<file path="src/rtl/sdds_reg_pipe.sv">
// Dual-rail return-to-zero register pipeline with per-stage four-phase handshake and
// registered word completion; optional reset token seeding and constant-source mode.
module sdds_reg_pipe #(
    parameter int unsigned      WIDTH      = 8,
    parameter int unsigned      DEPTH      = 3,
    parameter int unsigned      INIT_STAGE = DEPTH,
    parameter logic [WIDTH-1:0] INIT_VAL   = '0,
    parameter bit               SRC_CONST  = 1'b0,
    parameter logic [WIDTH-1:0] CONST_VAL  = '0
) (
    input  logic             ck,
    input  logic             reset,
    input  logic [WIDTH-1:0] d_t,
    input  logic [WIDTH-1:0] d_f,
    output logic             d_ack,
    output logic [WIDTH-1:0] q_t,
    output logic [WIDTH-1:0] q_f,
    input  logic             q_ack,
    output logic             err
);

    typedef logic [DEPTH-1:0][WIDTH-1:0] word_arr_t;

    function automatic word_arr_t seed(input logic [WIDTH-1:0] v);
        word_arr_t r;
        r = '0;
        for (int unsigned i = 0; i < DEPTH; i++) begin
            if (i == INIT_STAGE) r[i] = v;
        end
        return r;
    endfunction

    localparam word_arr_t        RST_T = seed(INIT_VAL);
    localparam word_arr_t        RST_F = seed(~INIT_VAL);
    localparam logic [DEPTH-1:0] RST_C = (INIT_STAGE < DEPTH) ? (DEPTH'(1) << INIT_STAGE) : '0;

    word_arr_t        st_t, st_f;
    word_arr_t        in_t, in_f;
    word_arr_t        nx_t, nx_f;
    logic [DEPTH-1:0] c, c_nx, go;
    logic [WIDTH-1:0] src_t, src_f;

    // A stage may take new DATA only while its successor is not yet complete.
    assign go = {~q_ack, ~c[DEPTH-1:1]};

    // Stage 0 source: external rails, or a constant token issued only when stage 0 may fill.
    always_comb begin
        src_t = d_t;
        src_f = d_f;
        if (SRC_CONST) begin
            src_t = go[0] ? CONST_VAL  : '0;
            src_f = go[0] ? ~CONST_VAL : '0;
        end
    end

    assign in_t = {st_t[DEPTH-2:0], src_t};
    assign in_f = {st_f[DEPTH-2:0], src_f};

    // Hysteresis rails and word completion: rise only on go, fall only on ~go with input NULL.
    always_comb begin
        nx_t = st_t;
        nx_f = st_f;
        c_nx = c;
        for (int i = 0; i < DEPTH; i++) begin
            nx_t[i] = (in_t[i] & {WIDTH{go[i]}}) | (st_t[i] & (in_t[i] | {WIDTH{go[i]}}));
            nx_f[i] = (in_f[i] & {WIDTH{go[i]}}) | (st_f[i] & (in_f[i] | {WIDTH{go[i]}}));
            if (&(st_t[i] ^ st_f[i]))
                c_nx[i] = 1'b1;
            else if (~|(st_t[i] | st_f[i]))
                c_nx[i] = 1'b0;
        end
    end

    always_ff @(posedge ck or negedge reset) begin
        if (!reset) begin
            st_t <= RST_T;
            st_f <= RST_F;
            c    <= RST_C;
            err  <= 1'b0;
        end else begin
            st_t <= nx_t;
            st_f <= nx_f;
            c    <= c_nx;
            err  <= err | (|(nx_t & nx_f));
        end
    end

    assign d_ack = c[0];
    assign q_t   = st_t[DEPTH-1];
    assign q_f   = st_f[DEPTH-1];

endmodule

</file>
<file path="config.mk">
export PLATFORM = sky130hd
export DESIGN_NAME = sdds_reg_pipe
export DESIGN_NICKNAME = d
export VERILOG_FILES = /design/src/rtl/sdds_reg_pipe.sv
export SDC_FILE = /design/constraint.sdc
export NUM_CORES = 1
export LEC_CHECK = 0
export BUFFER_PORTS_ARGS = -buffer_cell sky130_fd_sc_hd__clkbuf_2
export CORE_ASPECT_RATIO = 0.9
export CORE_MARGIN = 1
export CORE_UTILIZATION = 45
export DETAILED_ROUTE_END_ITERATION = 8
export PLACE_DENSITY_LB_ADDON = 0.3
export SLEW_MARGIN = 30
export SYNTH_ARGS = -nofsm -noshare
export SYNTH_HDL_FRONTEND = slang
export SYNTH_SLANG_ARGS = --single-unit
</file>
<file path="constraint.sdc">
create_clock -name ck -period 3.9 [get_ports ck]
set_input_delay 0.975 -clock ck [delete_from_list [all_inputs] [get_ports ck]]
set_output_delay 0.975 -clock ck [all_outputs]
set_load 0.02 [all_outputs]
</file>
[After elaboration in Yosys (flattened, before gate mapping)]
Cells that the tools add are included.
Storage, ports and cells
  flip-flop bits (word level): 52
  output and inout port bits: 18
Cells by class
  equality and inequality tests: 3
  mux-type cells: 6
  bitwise operators: 34
  reductions and logical operators: 7
Operators by type and width (number)
  8-bit OR: 15
  8-bit AND: 12
  24-bit AND: 1
  8-bit AND reduction: 3
  24-bit OR reduction: 1
  8-bit OR reduction: 3
  8-bit XOR: 3
  1-bit two-way mux: 6
  2-bit inequality test, second input constant: 3
  2-bit NOT: 1
  1-bit NOT: 1
  1-bit OR: 1

[Longest topological paths before layout]
  depth after elaboration: 7
  depth in mapped cells: 8
  gate-level depth less buffers: 6

[Worst setup path after synthesis]
No wires, ideal clock.
  kind: input port to flip-flop
  from: input port q_ack
  to: register err
  setup time: 143 ps
  arrival time: 2017 ps
  required time: 3757 ps
  slack: 1740 ps
  cell stages on the path: 5
  cell sequence: buf_2 nor3_1 or4_1 nor4_1 nand4_1
On the way
  word-level cells in the longest chain between the ends: 7
  elaborated cells between the ends (all ways): 12
Ends and longest elaborated chain
  start: declaration: line 18  | input logic q_ack,
  1-bit NOT *: line 44  | assign go = {~q_ack, ~c[DEPTH-1:1]};
  8-bit OR, on equally long branches: line 65, 66
  8-bit AND, on equally long branches: line 65, 66
  8-bit OR, on equally long branches: line 65, 66
  24-bit AND *: line 84  | err <= err | (|(nx_t & nx_f));
  24-bit OR reduction *: line 84
  1-bit OR *: line 84
  end signal: assignment: line 84
  end: declaration: line 19  | output logic err
Every way passes the cells marked *; elsewhere a longest branch is shown, timed or not.
A chain may end at the register's enable or synchronous reset.

==> results by group <==
Run
  – Max_cap viols: 0

Min path
  – Hold worst-path end: c[0]
  – Hold/Removal Path Class: reg2reg
  – HP Start: c[0]
  – WHS Path Cells: 2

STA
  – Relative slew slack: 0.4967
  – Final setup fails: 0
  – Final Hold Viols: 0
  – Worst slew pin tran: 0.7549 ns
  – Clk_skew: about 0.0092 ns
  – Tmin final: 2.451 ns
  – RSZ-0062 raised after global routing: false
  – Final WS setup: 1.449 ns
  – Final TNS setup: 0 ns
  – Hold WS: 0.5289 ns
  – Achievable frequency: 408.1 MHz
  – Final Max Tran Viols: 0
  – Fin crit share: 0.6284

Synthesis
  – Post-synth net total: 368
  – Synthesized flop and latch total: 52
  – Share of async-settable or async-resettable flops after synthesis: 1.000
  – Mapped Cells: 325
  – Yosys top cell area share: 0.4379
  – Seq/Total Area, Yosys: 0.4379
  – Post-synth cell types: 36
  – Yosys top cell by area: dfrtp_1
  – Mean post-synth cell area: 9.143 sq um
  – Ys Warns: 0
  – Ys flop type: dfrtp_1
  – Mapped cell area: 2972 sq um
  – Post-synth EDFFs: 0
  – Synth top area cells: dfrtp_1 44%, a21oi_1 12%, ha_1 10%, inv_1 5.9%, maj3_1 4.4%

Detailed routing
  – Vias: 2,634
  – DRC violations left: 0
  – Routed Antenna Nets: 0
  – Vias/cell: 5.893
  – Wire length per cell: around 18 um
  – Routed wire length: roughly 7800 um
  – TritonRoute pass-1 iters: 5
  – Drt initial violations: 272

Critical path
  – Flop2flop setup slack: 1.66 ns
  – CP Max Fanout: 20
  – Critical path required time: 4.09 ns
  – Buf+Inv Stages, Crit Path: 2
  – Critical Path AT: 2.64 ns
  – Worst path max stage delay: ~0.36 ns
  – Startpoint Class: input pin
  – CP max stage cell: maj3_2
  – Reg2Reg Launch Point: c[1]
  – Crit. End Element: register
  – Worst reg-to-reg path cell count: 6
  – Crit Path Class: in2reg
  – Crit path max-delay family: buffers and inverters
  – Worst path cell trace: clkbuf_2, inv_2, maj3_2, a21oi_1, nand4_1, a2111oi_2, nand4_1
  – Worst r2r dst: err
  – Cell repeated most along the worst path: nand4_1

Layout
  – Antenna diodes: 0
  – Commonest non-fill, non-tap cell in the layout: a21oi_1
  – Area of the multi-input gates: 1418 sq um
  – Area Growth Syn to Fin: 11.92%
  – Total Nets Final: about 400
  – FF/Latch Area: 1301 sq um
  – Share of cells above drive strength 1: 0.1583
  – Filler cells: a little under 600
  – Commonest cells after routing, fill and taps aside: 74 x a21oi_1, 52 x dfrtp_1, 47 x inv_1, 35 x clkbuf_2, 24 x ha_1

Floorplan
  – Initial Utilization: 0.4755
  – Number of top-level pins: 37
  – Die W: 87.66 um
  – Full die area: 6933 sq um
  – Cell Rows: 27
  – Height of the die: 79.09 um
  – CORE AREA: roughly 6200 sq um

Clocking
  – CTS sink cnt: 52
  – CTS Buf Count: 5
  – PostCTS Resize Cnt: 0
  – Clock Tree Buf Depth: 2
  – Worst-skew pair later-pin latency: between 0.3 and 0.4 ns
  – # H-tree levels: 2
  – Setup bufs post-CTS: 0
  – Clock transition at path regs: 0.10 ns
  – CTS tree: done
  – # hold bufs at CTS: 0
  – Root buf cell: clkbuf_8

GRT
  – Largest net degree at the start of global routing: 35
  – GRT Util Overall: 0.2466
  – Gr ovfl total: 0
  – First-pass GRT wire length: 12,580 um
  – Initial antenna violation count: 0
  – Vias in the first global route: around 2,500

Placed design
  – Post-DP HPWL: 6023 um
  – Routability cong.: 0.9268
  – Setup WS pre-CTS: about 1.1 ns
  – IO Port Bufs: 36

Run status
  – Status: finished clean

Power and ir drop
  – Pwr dens: 289.1 nW/um^2
  – VDD IR-drop max: roughly 0.11 mV
  – Pleak: between 1.5 and 2 nW
  – Final Total Pwr: 961.4 uW
## cell usage after synthesis, types with 2 or more instances
cell type and count:
a211o_1 2, a211oi_1 5, a21oi_1 74, a31oi_1 5, buf_1 4, buf_2 4, dfrtp_1 52, ha_1 24
inv_1 47, inv_2 5, maj3_1 13, maj3_2 6, nand2_1 18, nand3_1 3, nand4_1 17, nor2_1 2
o211ai_1 5, o21ai_0 16, o21ai_1 4, o22ai_1 3
## where the power goes
| part | leakage (nW) | internal, mW | switching, mW |
|---|---|---|---|
| combinational | 1.19 | 0.0133 | 0.0324 |
| clock | 0.0552 | 0.191 | 0.182 |
| sequential | 0.471 | 0.540 | 0.00247 |
| total | 1.72 | 0.744 | 0.217 |
## worst register-to-register path, cell delays in order (launching register included)
cell	delay, ns
dfrtp_1	0.66
inv_2	0.27
maj3_2	0.40
a21oi_1	0.20
nand4_1	0.15
a2111oi_2	0.33
nand4_1	0.11
## routing by layer
layer,GRT usage,up-vias,part of all wire
li1,-,1236,-
met3,0.04470,20,0.066
met1,0.3571,1277,0.48
met4,0.1066,0,0.030
met2,0.3602,101,0.43
met5,0,-,0
## worst max-delay path by stage
stage | to | slack (ns) | cells past startpoint | startpoint
finish | err | 1.45 | 7 | q_ack
floorplan | err | 1.74 | 5 | q_ack
CTS | err | 1.46 | 7 | q_ack
global placement | err | 1.15 | 7 | q_ack
global route | err | 1.34 | 7 | q_ack
detailed placement | err | 1.12 | 7 | q_ack
## area by class of cell
type,count,share of cell area
Multi-Input combinational cell,210,0.4263
Timing Repair Buffer,38,0.05869
Sequential cell,52,0.3913
Tap cell,87,0.03273
Clock inverter,2,0.01053
Clock buffer,6,0.02182
Inverter,52,0.05869
## flip-flops by register name, indices dropped and copies added, names as in the netlist
register  flops
c             3
err           1
in_f         16
in_t         16
q_f           8
q_t           8
## kinds of logic after synthesis
group	after synthesis	synth area share
AND/OR/NAND/NOR	43	0.07242
adder cells (fa/ha/maj)	43	0.1676
flip-flops	52	0.4379
AO/OA/AOI/OAI	124	0.2371
buffers and inverters	63	0.08505
## per-stage QoR
stage          cell area [sq um]  cells  utilization
6_report                    3326    447       0.5321
5_1_grt                     3326    447       0.5321
4_1_cts                     3326    447       0.5321
3_5_place_dp                3218    439       0.5149
3_3_place_gp                3218    439       0.5149
2_1_floorplan               2972    325            -
Power figures use the tool's default switching activity.
